**src/rtl/fifo_rtl_pkg.sv**
```systemverilog
// Shared types and defaults for the FIFO read-side stream logic.
package fifo_rtl_pkg;

  localparam int DEFAULT_DATA_WIDTH = 8;
  localparam int DEFAULT_CNT_WIDTH  = 16;

  // Output buffer occupancy (head/skid register pair).
  typedef enum logic [1:0] {
    OCC_EMPTY = 2'd0,
    OCC_ONE   = 2'd1,
    OCC_TWO   = 2'd2
  } occ_t;

  // Number of words held in the buffer for a given occupancy state.
  function automatic logic [1:0] occ_words(input occ_t occ);
    logic [1:0] n;
    case (occ)
      OCC_ONE: n = 2'd1;
      OCC_TWO: n = 2'd2;
      default: n = 2'd0;
    endcase
    return n;
  endfunction

endpackage

```
**src/rtl/fifo_skid_buf.sv**
```systemverilog
// Two-entry head/skid buffer that soaks up the FIFO's one-cycle read latency.
// Stream handshake: a word transfers on a rising edge where valid_o && ready_i;
// valid_o never drops and data_o never changes while valid_o && !ready_i.
module fifo_skid_buf
  import fifo_rtl_pkg::*;
#(
  parameter int DATA_WIDTH = DEFAULT_DATA_WIDTH
) (
  input  logic                  clk,
  input  logic                  rst,
  input  logic                  wr_i,
  input  logic [DATA_WIDTH-1:0] wr_data_i,
  input  logic                  ready_i,
  output logic                  valid_o,
  output logic [DATA_WIDTH-1:0] data_o,
  output occ_t                  occ_o
);

  occ_t                  occ_q, occ_d;
  logic [DATA_WIDTH-1:0] head_q, head_d;
  logic [DATA_WIDTH-1:0] skid_q, skid_d;
  logic                  valid_q;
  logic                  fire;

  assign fire    = valid_q && ready_i;
  assign valid_o = valid_q;
  assign data_o  = head_q;
  assign occ_o   = occ_q;

  // Occupancy FSM and head/skid steering; the head always holds the oldest word.
  always_comb begin
    occ_d  = occ_q;
    head_d = head_q;
    skid_d = skid_q;
    case (occ_q)
      OCC_EMPTY: begin
        if (wr_i) begin
          occ_d  = OCC_ONE;
          head_d = wr_data_i;
        end
      end
      OCC_ONE: begin
        if (wr_i) begin
          if (fire) begin
            head_d = wr_data_i;
          end else begin
            skid_d = wr_data_i;
            occ_d  = OCC_TWO;
          end
        end else if (fire) begin
          occ_d = OCC_EMPTY;
        end
      end
      OCC_TWO: begin
        // A write without a fire cannot happen here: the credit check upstream
        // never lets buffer plus in-flight exceed two words.
        if (fire) begin
          head_d = skid_q;
          if (wr_i) begin
            skid_d = wr_data_i;
          end else begin
            occ_d = OCC_ONE;
          end
        end
      end
      default: occ_d = OCC_EMPTY;
    endcase
  end

  // State and data registers; valid is registered from the next occupancy.
  always_ff @(posedge clk) begin
    if (rst) begin
      occ_q   <= OCC_EMPTY;
      head_q  <= '0;
      skid_q  <= '0;
      valid_q <= 1'b0;
    end else begin
      occ_q   <= occ_d;
      head_q  <= head_d;
      skid_q  <= skid_d;
      valid_q <= (occ_d != OCC_EMPTY);
    end
  end

endmodule

```
**src/rtl/fifo_stream_reader.sv**
```systemverilog
// Pops words from the synchronous FIFO and streams them out in order.
// Stream handshake: a word transfers on a rising edge where m_valid && m_ready;
// m_valid holds and m_data stays stable until the word is accepted.
module fifo_stream_reader
  import fifo_rtl_pkg::*;
#(
  parameter int DATA_WIDTH = DEFAULT_DATA_WIDTH,
  parameter int CNT_WIDTH  = DEFAULT_CNT_WIDTH
) (
  input  logic                  clk,
  input  logic                  rst,
  input  logic                  rd_enable,
  input  logic                  fifo_empty,
  output logic                  fifo_rd_en,
  input  logic [DATA_WIDTH-1:0] fifo_rd_data,
  output logic                  m_valid,
  output logic [DATA_WIDTH-1:0] m_data,
  input  logic                  m_ready,
  output logic [CNT_WIDTH-1:0]  pop_count
);

  logic                 inflight_q, inflight_d;
  logic [CNT_WIDTH-1:0] pop_count_q, pop_count_d;
  logic                 fire;
  logic [2:0]           credit_sum;
  occ_t                 occ;

  assign fire = m_valid && m_ready;

  // Words that will be held after this edge: buffered + arriving - leaving.
  // fire implies at least one buffered word, so this cannot underflow.
  assign credit_sum = {1'b0, occ_words(occ)} + {2'b00, inflight_q} - {2'b00, fire};

  // Pop only when the result will still fit in the two-entry buffer.
  assign fifo_rd_en = rd_enable && !fifo_empty && !rst && (credit_sum < 3'd2);

  fifo_skid_buf #(
    .DATA_WIDTH(DATA_WIDTH)
  ) u_buf (
    .clk      (clk),
    .rst      (rst),
    .wr_i     (inflight_q),
    .wr_data_i(fifo_rd_data),
    .ready_i  (m_ready),
    .valid_o  (m_valid),
    .data_o   (m_data),
    .occ_o    (occ)
  );

  // Next-state for the in-flight flag and delivered-word counter.
  always_comb begin
    inflight_d  = fifo_rd_en;
    pop_count_d = pop_count_q;
    if (fire) begin
      pop_count_d = pop_count_q + 1'b1;
    end
  end

  // In-flight flag and delivered-word counter registers.
  always_ff @(posedge clk) begin
    if (rst) begin
      inflight_q  <= 1'b0;
      pop_count_q <= '0;
    end else begin
      inflight_q  <= inflight_d;
      pop_count_q <= pop_count_d;
    end
  end

  assign pop_count = pop_count_q;

endmodule

```
**config.mk**
```make
export PLATFORM = sky130hd
export DESIGN_NAME = fifo_stream_reader
export DESIGN_NICKNAME = d
export VERILOG_FILES = /design/src/rtl/fifo_rtl_pkg.sv /design/src/rtl/fifo_skid_buf.sv /design/src/rtl/fifo_stream_reader.sv
export SDC_FILE = /design/constraint.sdc
export NUM_CORES = 1
export LEC_CHECK = 0
export ABC_AREA = 1
export CAP_MARGIN = 10
export CORE_AREA = 5 5 67 69
export CTS_CLUSTER_DIAMETER = 200
export DETAILED_ROUTE_END_ITERATION = 6
export DIE_AREA = 0 0 72 74
export PLACE_DENSITY = 0.78
export SKIP_CTS_REPAIR_TIMING = 1
export SYNTH_ARGS = -nofsm -noshare
export SYNTH_HDL_FRONTEND = slang
export SYNTH_HIERARCHICAL = 1
export SYNTH_SLANG_ARGS = --single-unit
```
**constraint.sdc**
```tcl
create_clock -name clk -period 3.85 [get_ports clk]
set_clock_uncertainty 0.05 [all_clocks]
set_input_delay 1.155 -clock clk [delete_from_list [all_inputs] [get_ports clk]]
set_output_delay 1.155 -clock clk [all_outputs]
set_load 0.05 [all_outputs]
```
==> results of run 1 <==
kinds of logic after synthesis:
family	share of synthesized area (%)
buffers and inverters	11.9
XOR/XNOR	0.467
flip-flops	38.4
AND/OR/NAND/NOR	36.4
AO/OA/AOI/OAI	10.3
adder cells (fa/ha/maj)	2.40
sequential cells by signal, summed over array words and instances, names as in the netlist:
| name | count |
|---|---|
| pop_count | 16 |
| inflight_q | 1 |
| u_buf/valid_o | 1 |
| u_buf/occ_o | 2 |
| u_buf/skid_q | 8 |
| u_buf/data_o | 8 |
power groups by stage:
stage / sequential [W] / combinational, W / clock [W]
6_report: 0.000391 / 0.000115 / 0.000257
5_1_grt: 0.000392 / 0.000124 / 0.000275
4_1_cts: 0.000391 / 0.000115 / 0.000262
3_5_place_dp: 0.000399 / 0.000114 / 0
3_3_place_gp: 0.000399 / 0.000113 / 0
2_1_floorplan: 0.000419 / 0.0000509 / 0
layout make-up:
type / instances / share of cell area, %
Multi-Input combinational cell: 184 / 39.6
Tap cell: 50 / 2.52
Clock buffer: 6 / 2.93
Timing Repair Buffer: 43 / 17.5
Sequential cell: 36 / 29.1
Inverter: 52 / 8.27
Clock inverter: 1 / 0.202
worst max-delay path: cells and delay by family:
| kind | cells | cell delay (ns) |
|---|---|---|
| adders and majority gates | 2 | 0.57 |
| buffers and inverters | 4 | 0.35 |
| and+or+nand+nor | 3 | 0.33 |
| xor gates and xnor gates | 1 | 0.20 |
worst max-delay path by stage:
stage / from / endpoint / slack, ns / cells past startpoint
2_1_floorplan: m_ready / fifo_rd_en / -0.02 / 8
5_1_grt: m_ready / fifo_rd_en / -0.03 / 10
6_report: m_ready / fifo_rd_en / 0.03 / 10
3_3_place_gp: m_ready / fifo_rd_en / -0.49 / 10
4_1_cts: m_ready / fifo_rd_en / -0.55 / 10
3_5_place_dp: m_ready / fifo_rd_en / -0.54 / 10
metrics by stage:
| step | hold WS (ns) | std cells |
|---|---|---|
| finish | 0.418 | 372 |
| global route | 0.456 | 372 |
| CTS | 0.418 | 372 |
| detailed placement | 0.404 | 365 |
| global placement | 0.402 | 365 |
| floorplan | 0.437 | 276 |
metal layers:
layer | GRT usage (%) | share of wire [%]
met1 | 22.4 | 50
met2 | 27.7 | 45
met3 | 3.92 | 3.9
met4 | 8.77 | 1.9
met5 | 0 | 0
layout by cell type (no fill, tap or decap), types with 3 or more instances in the layout:
master           instances
clkdlybuf4s50_1         36
nand2_4                  3
inv_2                    5
nand2_2                  4
nor3_1                   3
buf_4                    5
dfxtp_1                 36
o21ai_0                 12
nor2_2                   3
inv_1                   45
nor2_1                  40
o21ai_1                  6
nand3_1                  8
a21oi_1                 10
nand4_1                 10
clkbuf_8                 5
nand2_1                 65
==> flow_results.xml, run 1 <==
<?xml version="1.0" encoding="UTF-8"?>
<metrics>
  <group name="synthesis">
    <metric name="synth.top_cell.area_share" unit="%">38.4</metric>
    <metric name="synthesis.area" unit="µm²">1880</metric>
    <metric name="synth_flop_cell" unit="">dfxtp_1</metric>
    <metric name="synthesis.instances" unit="">276</metric>
    <metric name="netlist_top_cells_area" unit="">dfxtp_1, nand2_1, inv_1</metric>
    <metric name="cell_taking_the_most_area_after_synthesis" unit="">dfxtp_1</metric>
    <metric name="asyncSetResetFlopFracSynth" unit="%">0</metric>
    <metric name="yosysWarnings" unit="">6</metric>
    <metric name="mappedNetlistNets" unit="">292</metric>
    <metric name="post_synth_most_frequent_cells" unit="">nand2_1, inv_1, nor2_1</metric>
    <metric name="synth_cell_type_count" unit="">30</metric>
    <metric name="yosys_register_bits" unit="">36</metric>
    <metric name="yosysSeqAreaShare" unit="%">38.4</metric>
    <metric name="yosys.cell_count.top_type" unit="">nand2_1</metric>
    <metric name="postSynthAreaPerCell" unit="µm²">6.80</metric>
    <metric name="synth_edf_count" unit="">0</metric>
  </group>
  <group name="timing">
    <metric name="final.period_utilization" unit="%">99.1</metric>
    <metric name="grt_setup_unrepaired" unit="">true</metric>
    <metric name="slew_violations" unit="">0</metric>
    <metric name="setup-tns-final" unit="ns">0</metric>
    <metric name="max_slew_margin" unit="%">64.0</metric>
    <metric name="achievable-frequency" unit="GHz">0.262</metric>
    <metric name="tightest_slew" unit="ns">0.539</metric>
    <metric name="setup_slack" unit="ns">0.0335</metric>
    <metric name="report.final.hold_viol_count" unit="">0</metric>
    <metric name="layout_min_cycle_time" unit="ns">3.82</metric>
    <metric name="timing.final.setup_violations" unit="">0</metric>
  </group>
  <group name="drt">
    <metric name="route.final.wire_length" unit="µm">4180</metric>
    <metric name="first_pass_detailed_route_iteration_total" unit="">4</metric>
    <metric name="detail_route.drc_violations" unit="">0</metric>
    <metric name="detailroute.via_count" unit="">1800</metric>
    <metric name="postRouteAntennaNets" unit="">0</metric>
    <metric name="detailedRoute.firstIterationViolations" unit="">137</metric>
    <metric name="post_drt_via_cell_ratio" unit="">4.84</metric>
    <metric name="drt-wirelength-per-cell" unit="µm">11.2</metric>
  </group>
  <group name="place">
    <metric name="place_area" unit="µm²">2400</metric>
    <metric name="place_ws" unit="ns">-0.544</metric>
    <metric name="hpwlAfterDp" unit="µm">3020</metric>
    <metric name="port_buffers" unit="">38</metric>
    <metric name="gp_congestion" unit="">0.771</metric>
  </group>
  <group name="grt">
    <metric name="grt_util_all_layers" unit="%">17.4</metric>
    <metric name="grt_pass1_wl" unit="µm">7380</metric>
    <metric name="vias_in_the_first_global_route" unit="">1683</metric>
    <metric name="grt_antenna_before_repair" unit="">0</metric>
    <metric name="grt_overflow" unit="">0</metric>
    <metric name="grt_max_degree" unit="">18</metric>
  </group>
  <group name="critical_path">
    <metric name="rr_worst_depth" unit="">8</metric>
    <metric name="crit_chain" unit="">buf_8 &gt; nand2_8 &gt; inv_8 &gt; ha_4 &gt; inv_2 &gt; nand2_2 &gt; fa_2 &gt; xor2_2 &gt; nor3b_4 &gt; buf_12</metric>
    <metric name="critical_path_data_arrival_time" unit="ns">2.61</metric>
    <metric name="required_worst_endpoint" unit="ns">2.64</metric>
    <metric name="critPathKind" unit="">in2out</metric>
    <metric name="timing.reg2reg.setup_slack" unit="ns">1.92</metric>
    <metric name="crit_path_max_fanout" unit="">2</metric>
    <metric name="timing.rr.end" unit="">inflight_q</metric>
    <metric name="regToRegStartpoint" unit="">u_buf/occ_o[1]</metric>
    <metric name="worstSetupEndpointType" unit="">primary output</metric>
    <metric name="critPathLaunchType" unit="">input port</metric>
    <metric name="timing.critical_path.slowest_stage_cell" unit="">fa_2</metric>
    <metric name="critical_path.max_stage_delay" unit="ns">0.37</metric>
  </group>
  <group name="clock_tree">
    <metric name="clockBufferDepth" unit="">2</metric>
    <metric name="clock-root-buffer" unit="">clkbuf_8</metric>
    <metric name="cts_buffers" unit="">5</metric>
    <metric name="clock_pin_slew_worst_setup_and_hold_paths" unit="ns">0.07</metric>
    <metric name="insertion_delay" unit="ns">0.29</metric>
    <metric name="cts_tree" unit="">done</metric>
    <metric name="clock_tree.htree_level_count" unit="">2</metric>
    <metric name="clkSinkCount" unit="">36</metric>
  </group>
  <group name="min_path">
    <metric name="worstHoldPathType" unit="">reg2reg</metric>
    <metric name="worst_hold_startpoint" unit="">u_buf/data_o[2]</metric>
    <metric name="hold_depth" unit="">2</metric>
    <metric name="hold_path_end" unit="">u_buf/data_o[2]</metric>
  </group>
  <group name="final_layout">
    <metric name="areaGrowthSynthToFinish" unit="%">32.2</metric>
    <metric name="area.sequential" unit="µm²">721</metric>
    <metric name="finish.instance_area" unit="µm²">2480</metric>
    <metric name="fillerInstances" unit="">370</metric>
    <metric name="antenna_cells_inserted" unit="">0</metric>
    <metric name="multi_input_comb_area" unit="µm²">981</metric>
    <metric name="finish.utilization" unit="%">64.3</metric>
    <metric name="nets" unit="">338</metric>
    <metric name="fraction_of_final_layout_cells_sized_beyond_drive_strength_1" unit="%">12.7</metric>
  </group>
  <group name="power">
    <metric name="internal_power_consumption" unit="W">0.000551</metric>
    <metric name="power.clock.fraction" unit="%">33.7</metric>
    <metric name="p_switching" unit="W">0.000212</metric>
    <metric name="pwr-share-seq" unit="%">51.3</metric>
    <metric name="p_sw_share" unit="%">27.8</metric>
    <metric name="report.power.total" unit="W">0.000763</metric>
    <metric name="leakagePower" unit="nW">1.07</metric>
    <metric name="powerDensity" unit="nW/µm²">308</metric>
    <metric name="combPwrFrac" unit="%">15.1</metric>
    <metric name="power.ir.vdd_worst" unit="µV">192</metric>
  </group>
  <group name="die">
    <metric name="core_area" unit="µm²">3860</metric>
    <metric name="num_rows" unit="">23</metric>
    <metric name="dieArea" unit="µm²">5330</metric>
    <metric name="start_util" unit="%">48.6</metric>
    <metric name="die_h" unit="µm">74</metric>
    <metric name="floorplan.die.width" unit="µm">72</metric>
    <metric name="io_pins" unit="">39</metric>
  </group>
  <group name="run_status">
    <metric name="result_of_the_run" unit="">finished clean</metric>
  </group>
  <group name="flow_run">
    <metric name="max-cap-violations" unit="">0</metric>
  </group>
</metrics>
Note: power is estimated with default switching activity, not from simulation.
==> run 2: changes to the inputs <==
ABC_CLOCK_PERIOD_IN_PS = 3850   (was not set)
==> results of run 2 <==
The final DEF is identical to that of run 1; final timing and power are the same.
==> run 3: changes to the inputs <==
CORE_AREA = 5 5 56 83   (was 5 5 67 69)
DIE_AREA = 0 0 61 88   (was 0 0 72 74)
PLACE_DENSITY = 0.77   (was 0.78)
==> flow_results.xml, run 3 (synthesis gave the netlist of run 1 again) <==
<?xml version="1.0" encoding="UTF-8"?>
<metrics>
  <group name="run_status">
    <metric name="result_of_the_run" unit="">finished clean</metric>
  </group>
  <group name="clock_tree">
    <metric name="clock_tree.htree_level_count" unit="">2</metric>
    <metric name="clockBufferDepth" unit="">2</metric>
    <metric name="clock-root-buffer" unit="">clkbuf_8</metric>
    <metric name="clock_pin_slew_worst_setup_and_hold_paths" unit="ns">0.07</metric>
    <metric name="clkSinkCount" unit="">36</metric>
    <metric name="insertion_delay" unit="ns">0.28</metric>
    <metric name="cts_buffers" unit="">5</metric>
    <metric name="cts_tree" unit="">done</metric>
  </group>
  <group name="final_layout">
    <metric name="largest_register_ffs" unit="">16</metric>
    <metric name="stdcell_count" unit="">369</metric>
    <metric name="mostFrequentLayoutCell" unit="">nand2_1</metric>
    <metric name="areaGrowthSynthToFinish" unit="%">33.0</metric>
    <metric name="nets" unit="">339</metric>
    <metric name="antenna_cells_inserted" unit="">0</metric>
    <metric name="mostFrequentLayoutCells" unit="">nand2_1, inv_1, nor2_1, dfxtp_1, clkdlybuf4s50_1</metric>
    <metric name="finish.instance_area" unit="µm²">2490</metric>
    <metric name="fraction_of_final_layout_cells_sized_beyond_drive_strength_1" unit="%">13.0</metric>
    <metric name="finish.utilization" unit="%">64.7</metric>
  </group>
  <group name="power">
    <metric name="leakagePower" unit="nW">1.08</metric>
    <metric name="power.ir.vdd_worst" unit="µV">214</metric>
    <metric name="report.power.total" unit="W">0.000782</metric>
    <metric name="powerDensity" unit="nW/µm²">313</metric>
  </group>
  <group name="critical_path">
    <metric name="crit_path_max_fanout" unit="">2</metric>
    <metric name="required_worst_endpoint" unit="ns">2.64</metric>
    <metric name="crit_family" unit="">adder cells</metric>
    <metric name="critPathKind" unit="">in2out</metric>
    <metric name="regToRegStartpoint" unit="">u_buf/occ_o[1]</metric>
    <metric name="critical_path_data_arrival_time" unit="ns">2.60</metric>
    <metric name="worstSetupEndpointType" unit="">primary output</metric>
    <metric name="endpoint" unit="">fifo_rd_en</metric>
    <metric name="origin_of_the_worst_setup_path" unit="">m_ready</metric>
    <metric name="timing.rr.end" unit="">inflight_q</metric>
    <metric name="timing.critical_path.slowest_stage_cell" unit="">fa_2</metric>
    <metric name="rr_worst_depth" unit="">9</metric>
    <metric name="critPathLaunchType" unit="">input port</metric>
    <metric name="crit_chain" unit="">buf_8 &gt; nand2_8 &gt; inv_8 &gt; ha_4 &gt; inv_2 &gt; nand2_2 &gt; fa_2 &gt; xor2_2 &gt; nor3b_4 &gt; buf_12</metric>
    <metric name="worstPathBufferInverterCount" unit="">4</metric>
    <metric name="crit_cells" unit="">10</metric>
    <metric name="critical_path.max_stage_delay" unit="ns">0.37</metric>
    <metric name="timing.reg2reg.setup_slack" unit="ns">1.79</metric>
  </group>
  <group name="grt">
    <metric name="grt_max_degree" unit="">18</metric>
    <metric name="grt_util_all_layers" unit="%">18.5</metric>
    <metric name="grt_pass1_wl" unit="µm">7520</metric>
    <metric name="grt_overflow" unit="">0</metric>
    <metric name="vias_in_the_first_global_route" unit="">1780</metric>
    <metric name="grt_antenna_before_repair" unit="">0</metric>
  </group>
  <group name="drt">
    <metric name="drt-wirelength-per-cell" unit="µm">11.6</metric>
    <metric name="route.final.wire_length" unit="µm">4280</metric>
    <metric name="post_drt_via_cell_ratio" unit="">4.85</metric>
    <metric name="postRouteAntennaNets" unit="">0</metric>
    <metric name="detailroute.via_count" unit="">1789</metric>
    <metric name="first_pass_detailed_route_iteration_total" unit="">4</metric>
    <metric name="detail_route.drc_violations" unit="">0</metric>
    <metric name="detailedRoute.firstIterationViolations" unit="">47</metric>
  </group>
  <group name="timing">
    <metric name="timing.final.setup_violations" unit="">0</metric>
    <metric name="grt_setup_unrepaired" unit="">true</metric>
    <metric name="final.hold.worst_slack" unit="ns">0.407</metric>
    <metric name="tightest_slew" unit="ns">0.510</metric>
    <metric name="max_slew_margin" unit="%">65.9</metric>
    <metric name="layout_min_cycle_time" unit="ns">3.81</metric>
    <metric name="slew_violations" unit="">0</metric>
    <metric name="report.final.hold_viol_count" unit="">0</metric>
    <metric name="achievable-frequency" unit="GHz">0.263</metric>
    <metric name="final.period_utilization" unit="%">98.9</metric>
  </group>
  <group name="die">
    <metric name="core_area" unit="µm²">3850</metric>
    <metric name="start_util" unit="%">48.7</metric>
    <metric name="io_pins" unit="">39</metric>
    <metric name="floorplan.die.width" unit="µm">61</metric>
    <metric name="die_h" unit="µm">88</metric>
    <metric name="dieArea" unit="µm²">5370</metric>
    <metric name="num_rows" unit="">28</metric>
  </group>
  <group name="place">
    <metric name="port_buffers" unit="">38</metric>
    <metric name="dpl.cell_count" unit="">360</metric>
    <metric name="place_area" unit="µm²">2390</metric>
    <metric name="gp_congestion" unit="">0.830</metric>
    <metric name="hpwlAfterDp" unit="µm">3270</metric>
  </group>
  <group name="flow_run">
    <metric name="max-cap-violations" unit="">0</metric>
  </group>
  <group name="min_path">
    <metric name="worstHoldPathType" unit="">reg2reg</metric>
  </group>
</metrics>
## run 3: area by class of cell
| class | instances | area, µm² |
|---|---|---|
| fill | 352 | 1360 |
| inverter | 52 | 205 |
| tap | 45 | 56.3 |
| multi-input combinational | 184 | 981 |
| clock buffer | 8 | 90.1 |
| sequential | 36 | 721 |
| timing repair buffer | 44 | 440 |
## run 3: per-layer routing
layer  part of all wire, %  track usage [%]  vias up
met1                    43             20.9      788
li1                      -                -      947
met2                    51             32.8       46
met3                   4.6             4.57        8
met4                   1.5             6.11        0
met5                     0                0        -
## run 3: how the worst min path moves through the flow
stage | from | depth (start not counted) | slack (ns) | end
after floorplan | u_buf/skid_q[0] | 4 | 0.44 | u_buf/skid_q[0]
after global placement | u_buf/data_o[3] | 2 | 0.40 | u_buf/data_o[3]
after detailed placement | u_buf/data_o[2] | 2 | 0.40 | u_buf/data_o[2]
after CTS | u_buf/data_o[2] | 2 | 0.41 | u_buf/data_o[2]
after global routing | u_buf/data_o[3] | 2 | 0.44 | u_buf/data_o[3]
final | u_buf/data_o[2] | 2 | 0.41 | u_buf/data_o[2]
## run 3: through the flow
stage	setup WS, ns	TNS, ns
finish	0.0415	0
detailed placement	-0.527	-0.527
global placement	-0.506	-0.506
floorplan	-0.0215	-0.0215
CTS	-0.535	-0.535
global route	-0.0209	-0.0209
## run 3: power by group
part	switching, W	internal (W)	leakage (nW)
logic	0.0000680	0.0000470	0.740
registers	0.00000953	0.000381	0.291
clock network	0.000130	0.000146	0.0455
## run 3: tightest hold or removal path: stages, from the launching register on
cell and delay, ns:
dfxtp_1 0.31, nand2_1 0.06, a21oi_1 0.05
